===== src/rtl/alu_op_sequencer.sv =====
// Multicycle control sequencer feeding the combinational ALU: accepts one instruction
// over valid/ready and walks it through DECODE/EXEC/MEM/WB, driving addresses, alu_control and strobes.
module alu_op_sequencer #(
    parameter int MEM_TIMEOUT = 15,
    parameter int COUNT_W     = 32
) (
    input  logic               clk,
    input  logic               reset,
    input  logic               instr_valid,
    input  logic [31:0]        instr,
    output logic               instr_ready,
    output logic [4:0]         rs_addr,
    output logic [4:0]         rt_addr,
    output logic [4:0]         rd_addr,
    output logic [31:0]        imm,
    output logic [5:0]         alu_control,
    output logic               reg_we,
    output logic               wb_sel,
    output logic               mem_re,
    output logic               mem_we,
    input  logic               mem_ack,
    output logic               illegal,
    output logic               mem_err,
    output logic               busy,
    output logic [COUNT_W-1:0] retired_count
);

    localparam int TMO_W = $clog2(MEM_TIMEOUT + 1);

    localparam logic [2:0] S_IDLE   = 3'd0;
    localparam logic [2:0] S_DECODE = 3'd1;
    localparam logic [2:0] S_EXEC   = 3'd2;
    localparam logic [2:0] S_MEM    = 3'd3;
    localparam logic [2:0] S_WB     = 3'd4;

    localparam logic [5:0] OP_NOP   = 6'd0;
    localparam logic [5:0] OP_ADD   = 6'd1;
    localparam logic [5:0] OP_SUB   = 6'd2;
    localparam logic [5:0] OP_STORE = 6'd3;
    localparam logic [5:0] OP_LOAD  = 6'd4;
    localparam logic [5:0] OP_MOVE  = 6'd5;

    logic [2:0]       state;
    logic [2:0]       next_state;
    logic [31:0]      instr_q;
    logic [TMO_W-1:0] tmo_cnt;
    logic [5:0]       opcode;
    logic             op_defined;
    logic             is_load;
    logic             is_store;
    logic             mem_expired;
    logic             retire;

    assign opcode      = instr_q[31:26];
    assign op_defined  = (opcode <= OP_MOVE);
    assign is_load     = (opcode == OP_LOAD);
    assign is_store    = (opcode == OP_STORE);
    // The cycle after the last allowed strobe cycle is the expiry cycle; an ack there still wins.
    assign mem_expired = (tmo_cnt == TMO_W'(MEM_TIMEOUT));

    always_comb begin
        next_state = state;
        retire     = 1'b0;
        case (state)
            S_IDLE: begin
                if (instr_valid) next_state = S_DECODE;
            end
            S_DECODE: begin
                next_state = op_defined ? S_EXEC : S_IDLE;
            end
            S_EXEC: begin
                if (opcode == OP_NOP) begin
                    next_state = S_IDLE;
                    retire     = 1'b1;
                end else if (is_load || is_store) begin
                    next_state = S_MEM;
                end else begin
                    next_state = S_WB;
                end
            end
            S_MEM: begin
                if (mem_ack) begin
                    if (is_load) begin
                        next_state = S_WB;
                    end else begin
                        next_state = S_IDLE;
                        retire     = 1'b1;
                    end
                end else if (mem_expired) begin
                    next_state = S_IDLE;
                end
            end
            S_WB: begin
                next_state = S_IDLE;
                retire     = 1'b1;
            end
            default: next_state = S_IDLE;
        endcase
    end

    always_ff @(posedge clk or posedge reset) begin
        if (reset) begin
            state         <= S_IDLE;
            instr_q       <= '0;
            tmo_cnt       <= '0;
            retired_count <= '0;
        end else begin
            state <= next_state;
            if (state == S_IDLE && instr_valid) instr_q <= instr;
            if (state == S_EXEC) begin
                tmo_cnt <= '0;
            end else if (state == S_MEM && !mem_expired) begin
                tmo_cnt <= tmo_cnt + TMO_W'(1);
            end
            if (retire) retired_count <= retired_count + COUNT_W'(1);
        end
    end

    // All outputs decode from state, so an asynchronous reset clears them in the same cycle.
    always_comb begin
        alu_control = 6'd0;
        if (state == S_EXEC || state == S_MEM || state == S_WB) begin
            case (opcode)
                OP_ADD:   alu_control = 6'd1;
                OP_SUB:   alu_control = 6'd2;
                OP_STORE: alu_control = 6'd3;
                OP_LOAD:  alu_control = 6'd3;
                OP_MOVE:  alu_control = 6'd1;
                default:  alu_control = 6'd0;
            endcase
        end
    end

    assign busy        = (state != S_IDLE);
    assign instr_ready = (state == S_IDLE) && !reset;
    assign rs_addr     = busy ? instr_q[20:16] : 5'd0;
    assign rt_addr     = busy ? instr_q[15:11] : 5'd0;
    assign rd_addr     = busy ? instr_q[25:21] : 5'd0;
    assign imm         = busy ? {{16{instr_q[15]}}, instr_q[15:0]} : 32'd0;
    assign illegal     = (state == S_DECODE) && !op_defined;
    assign mem_re      = (state == S_MEM) && is_load && !mem_expired;
    assign mem_we      = (state == S_MEM) && is_store && !mem_expired;
    assign mem_err     = (state == S_MEM) && mem_expired && !mem_ack;
    assign reg_we      = (state == S_WB);
    assign wb_sel      = (state == S_WB) && is_load;

endmodule

===== config.mk =====
export PLATFORM = sky130hd
export DESIGN_NAME = alu_op_sequencer
export DESIGN_NICKNAME = d
export VERILOG_FILES = /design/src/rtl/alu_op_sequencer.sv
export SDC_FILE = /design/constraint.sdc
export NUM_CORES = 1
export LEC_CHECK = 0
export BUFFER_PORTS_ARGS = -buffer_cell sky130_fd_sc_hd__clkbuf_2
export CORE_ASPECT_RATIO = 1.2
export CORE_UTILIZATION = 49
export DETAILED_ROUTE_END_ITERATION = 8
export GPL_TIMING_DRIVEN = 0
export PLACE_DENSITY = 0.81
export SLEW_MARGIN = 0
export SYNTH_ARGS = -nofsm -noshare
export SYNTH_HDL_FRONTEND = slang
export SYNTH_SLANG_ARGS = --single-unit

===== constraint.sdc =====
create_clock -name clk -period 2.9 [get_ports clk]
set_input_delay 0.58 -clock clk [delete_from_list [all_inputs] [get_ports clk]]
set_output_delay 0.58 -clock clk [all_outputs]
set_load 0.02 [all_outputs]

==> parameters.txt <==
Parameter                              Value

Run status
  Run status    complete, no violations

Pwr
  PwrDens    825 nW/um^2
  Share of power burned in combinational logic    roughly 44%
  Highest ir drop seen on vdd    0.608 mV
  Power dissipated by switching net loads    ~0.0014 W
  Leakage power of the design    between 2 and 2.5 nW
  P_int    roughly 0.0023 W
  Switching power share of the total    around 39%
  Overall power of the completed layout    0.00376 W
  Sequential fraction of design power    a little under two fifths
  Fraction of power consumed by the clock network    between 10% and 20%

Clocking
  Clock tree from TritonCTS    yes
  Clock Sink Count    71
  Clock-pin slew of the registers on the worst-case setup and hold paths    around 80 ps
  H-tree level count    3
  Worst skew pair latency    around 340 ps
  Number of buffers inserted by hold repair at cts    0
  Bufs on Longest Clock Path    2
  Clock Root Buffer    clkbuf_8
  Number of buffers inserted during clock tree synthesis    9

Yosys
  Dominant cell type by area after synthesis    dfrtp_1
  Share of the yosys chip area belonging to registers    about 49%
  Number of synthesized register bits    ~70
  Cell area after synthesis    between 3000 and 4000 um^2
  Fraction of registers with async set/reset    between 90% and 100%
  Cell with the most instances after synthesis    dfrtp_1
  Post-synthesis cell count    329
  Portion of synthesized cell area occupied by the leading cell type    48.9%
  Post-synth EDFFs    0
  Synth Area per Inst    ~11 um^2
  Post-synth top flop    dfrtp_1
  Count of distinct cell types in the synthesized netlist    44
  Commonest cells in the netlist    dfrtp_1 (71), mux2_2 (31), buf_4 (27)
  Count of warnings emitted by yosys    0
  Ranking of synthesized cells by area    dfrtp_1 (49%), mux2_2 (9.6%), buf_4 (5.6%)

STA
  Worst-Margin Slew    between 800 and 900 ps
  Count of endpoints failing setup in the final report    0
  Relative slew margins    between 40% and 50%
  Number of slew-limit violations in the final report    0
  Setup repair after global routing missed its margin    false
  Final cycle utilization of the critical path    between 90 and 100%
  Maximum clock skew at final layout    between 9 and 10 ps
  Period minus WS final    between 2000 and 3000 ps
  Achievable frequency    369 MHz
  Total negative setup slack    0 ps
  Final hold vios    0

Floorplan
  Height of the chip    96.3 um
  Die Area    ~7800 um^2
  Chip Width    80.6 um
  Number of standard-cell rows in the floorplan    34
  I/O pin count    129
  Initial Utilization    about 50%
  Core area    7230 um^2

Setup path
  Arrival time reported for the critical path endpoint    about 2100 ps
  Critical path required time    between 2000 and 2500 ps
  Kind of critical path    flop to output port
  Worst Path Max Fanout    11
  Nature of the critical path startpoint    flop
  Nature of the critical path endpoint    output port

Finish
  Area growth from synthesis to layout    25.6%
  Layout Utilization    a little over three fifths
  Final cell count without fillers    between 500 and 600
  Final layout net count    approximately 500
  Number of inserted diodes    0
  Fraction of final layout cells sized beyond drive strength 1    46.5%

Place
  Final Wtd Congestion    a little under 0.9
  DP HPWL    between 5000 and 6000 um
  Number of buffers inserted by port buffering    124
  Placed Instances    approximately 550

Global route
  Vias in the first global route    approximately 2.7k
  Largest net degree at the start of global routing    between 70 and 80
  Global-route wire length before repair    12300 um
  Number of antenna violations at the first check in global routing    0
  Total gr overflow    0
  Total track usage    20.9%

Drt
  Remaining number of nets flagged by the antenna check after routing    0
  Final WL    around 8000 um
  Number of vias per cell    5.13
  Number of DRC markers after the initial detailed-route iteration    95
  First drt pass iteration count    4
  Via count    about 2.9k
  Average wire length per cell after detail routing    about 14 um
  Final routed DRC violation total    0

Job
  Max-cap check violation count    0

Min path
  Worst hold-check path type    primary input to asynchronous set/reset pin
metrics by stage:
stage | setup WS (ps) | hold WS [ps] | instance area (um^2)
floorplan | 523 | 472 | 3640
global route | 45.9 | 456 | 4560
finish | 188 | 410 | 4560
CTS | 12.6 | 449 | 4560
detailed placement | 392 | 481 | 4380
global placement | -310 | 479 | 4380
path summary, 6_finish.rpt:
check / start / end / slack (ps) / depth (start not counted)
worst max-delay path: state[0] / rt_addr[3] / 190 / 6
worst min-delay path: reset / instr_q[10] / 410 / 2
worst max register to register: state[0] / instr_q[18] / 750 / 5
worst min register to register: retired_count[29] / retired_count[29] / 490 / 1
max in group asynchronous: reset / instr_q[27] / 1920 / 2
min in group clk: instr[0] / instr_q[0] / 460 / 2
registers in the layout (all words and copies together), names as in the netlist:
name / count
instr_q: 32
state: 3
retired_count: 32
tmo_cnt: 4
power by group through the flow:
stage | combinational, W | clock (W) | sequential, W
after floorplan | 0.00121 | 0 | 0.00139
after global placement | 0.00163 | 0 | 0.00140
after detailed placement | 0.00167 | 0 | 0.00142
after CTS | 0.00167 | 0.000746 | 0.00140
after global routing | 0.00181 | 0.000793 | 0.00143
final | 0.00165 | 0.000726 | 0.00139
critical path: stages, from the launching register on:
cell	delay (ps)
dfrtp_1	390
buf_6	140
or3_1	540
clkbuf_2	240
and2_1	200
buf_4	130
clkbuf_2	140
layout make-up:
class | instances | area (um^2)
inverters | 8 | 32.5
fillers | 605 | 2670
plain buffers | 33 | 250
multi-input cells | 219 | 1590
well taps | 90 | 113
flip-flops and latches | 71 | 1780
repair buffers | 124 | 621
clock inverters | 5 | 32.5
clock buffers | 11 | 151
per-layer routing:
layer	up-vias	part of all wire (%)	GRT usage (%)	routed length, um
li1	1385	-	-	-
met1	1371	40	23.1	3090
met2	108	52	38.6	4060
met3	16	6.3	3.98	490
met4	0	1.6	9.08	121
met5	-	0	0	0
cell families after synthesis:
group                      synth area share [%]
AOI/OAI and AO/OA                          5.23
xor gates and xnor gates                   7.71
adders and majority gates                 0.689
buffers and inverters                      7.78
DFF                                        48.9
muxes                                      9.88
other                                     0.103
and+or+nand+nor                            19.7
cell usage in the layout (no fill, tap or decap), drive strengths merged, types with 3 or more instances in the layout:
cell / count
xor2: 18
xnor2: 14
nand2b: 3
clkbuf: 137
conb: 4
nand3: 11
nor3: 16
and3: 3
clkinvlp: 3
nand4: 11
dfrtp: 71
inv: 8
buf: 31
nor2: 20
nand2: 19
mux2: 31
o21ai: 7
and2: 26
or3: 4
a21oi: 9
nor4: 3
nor2b: 3
timing repair:
item,CTS,global route
resized for setup,0,3
setup buffers,0,0
setup endpoints to repair,0,22
No activity file was read; power rests on OpenSTA's default activity.
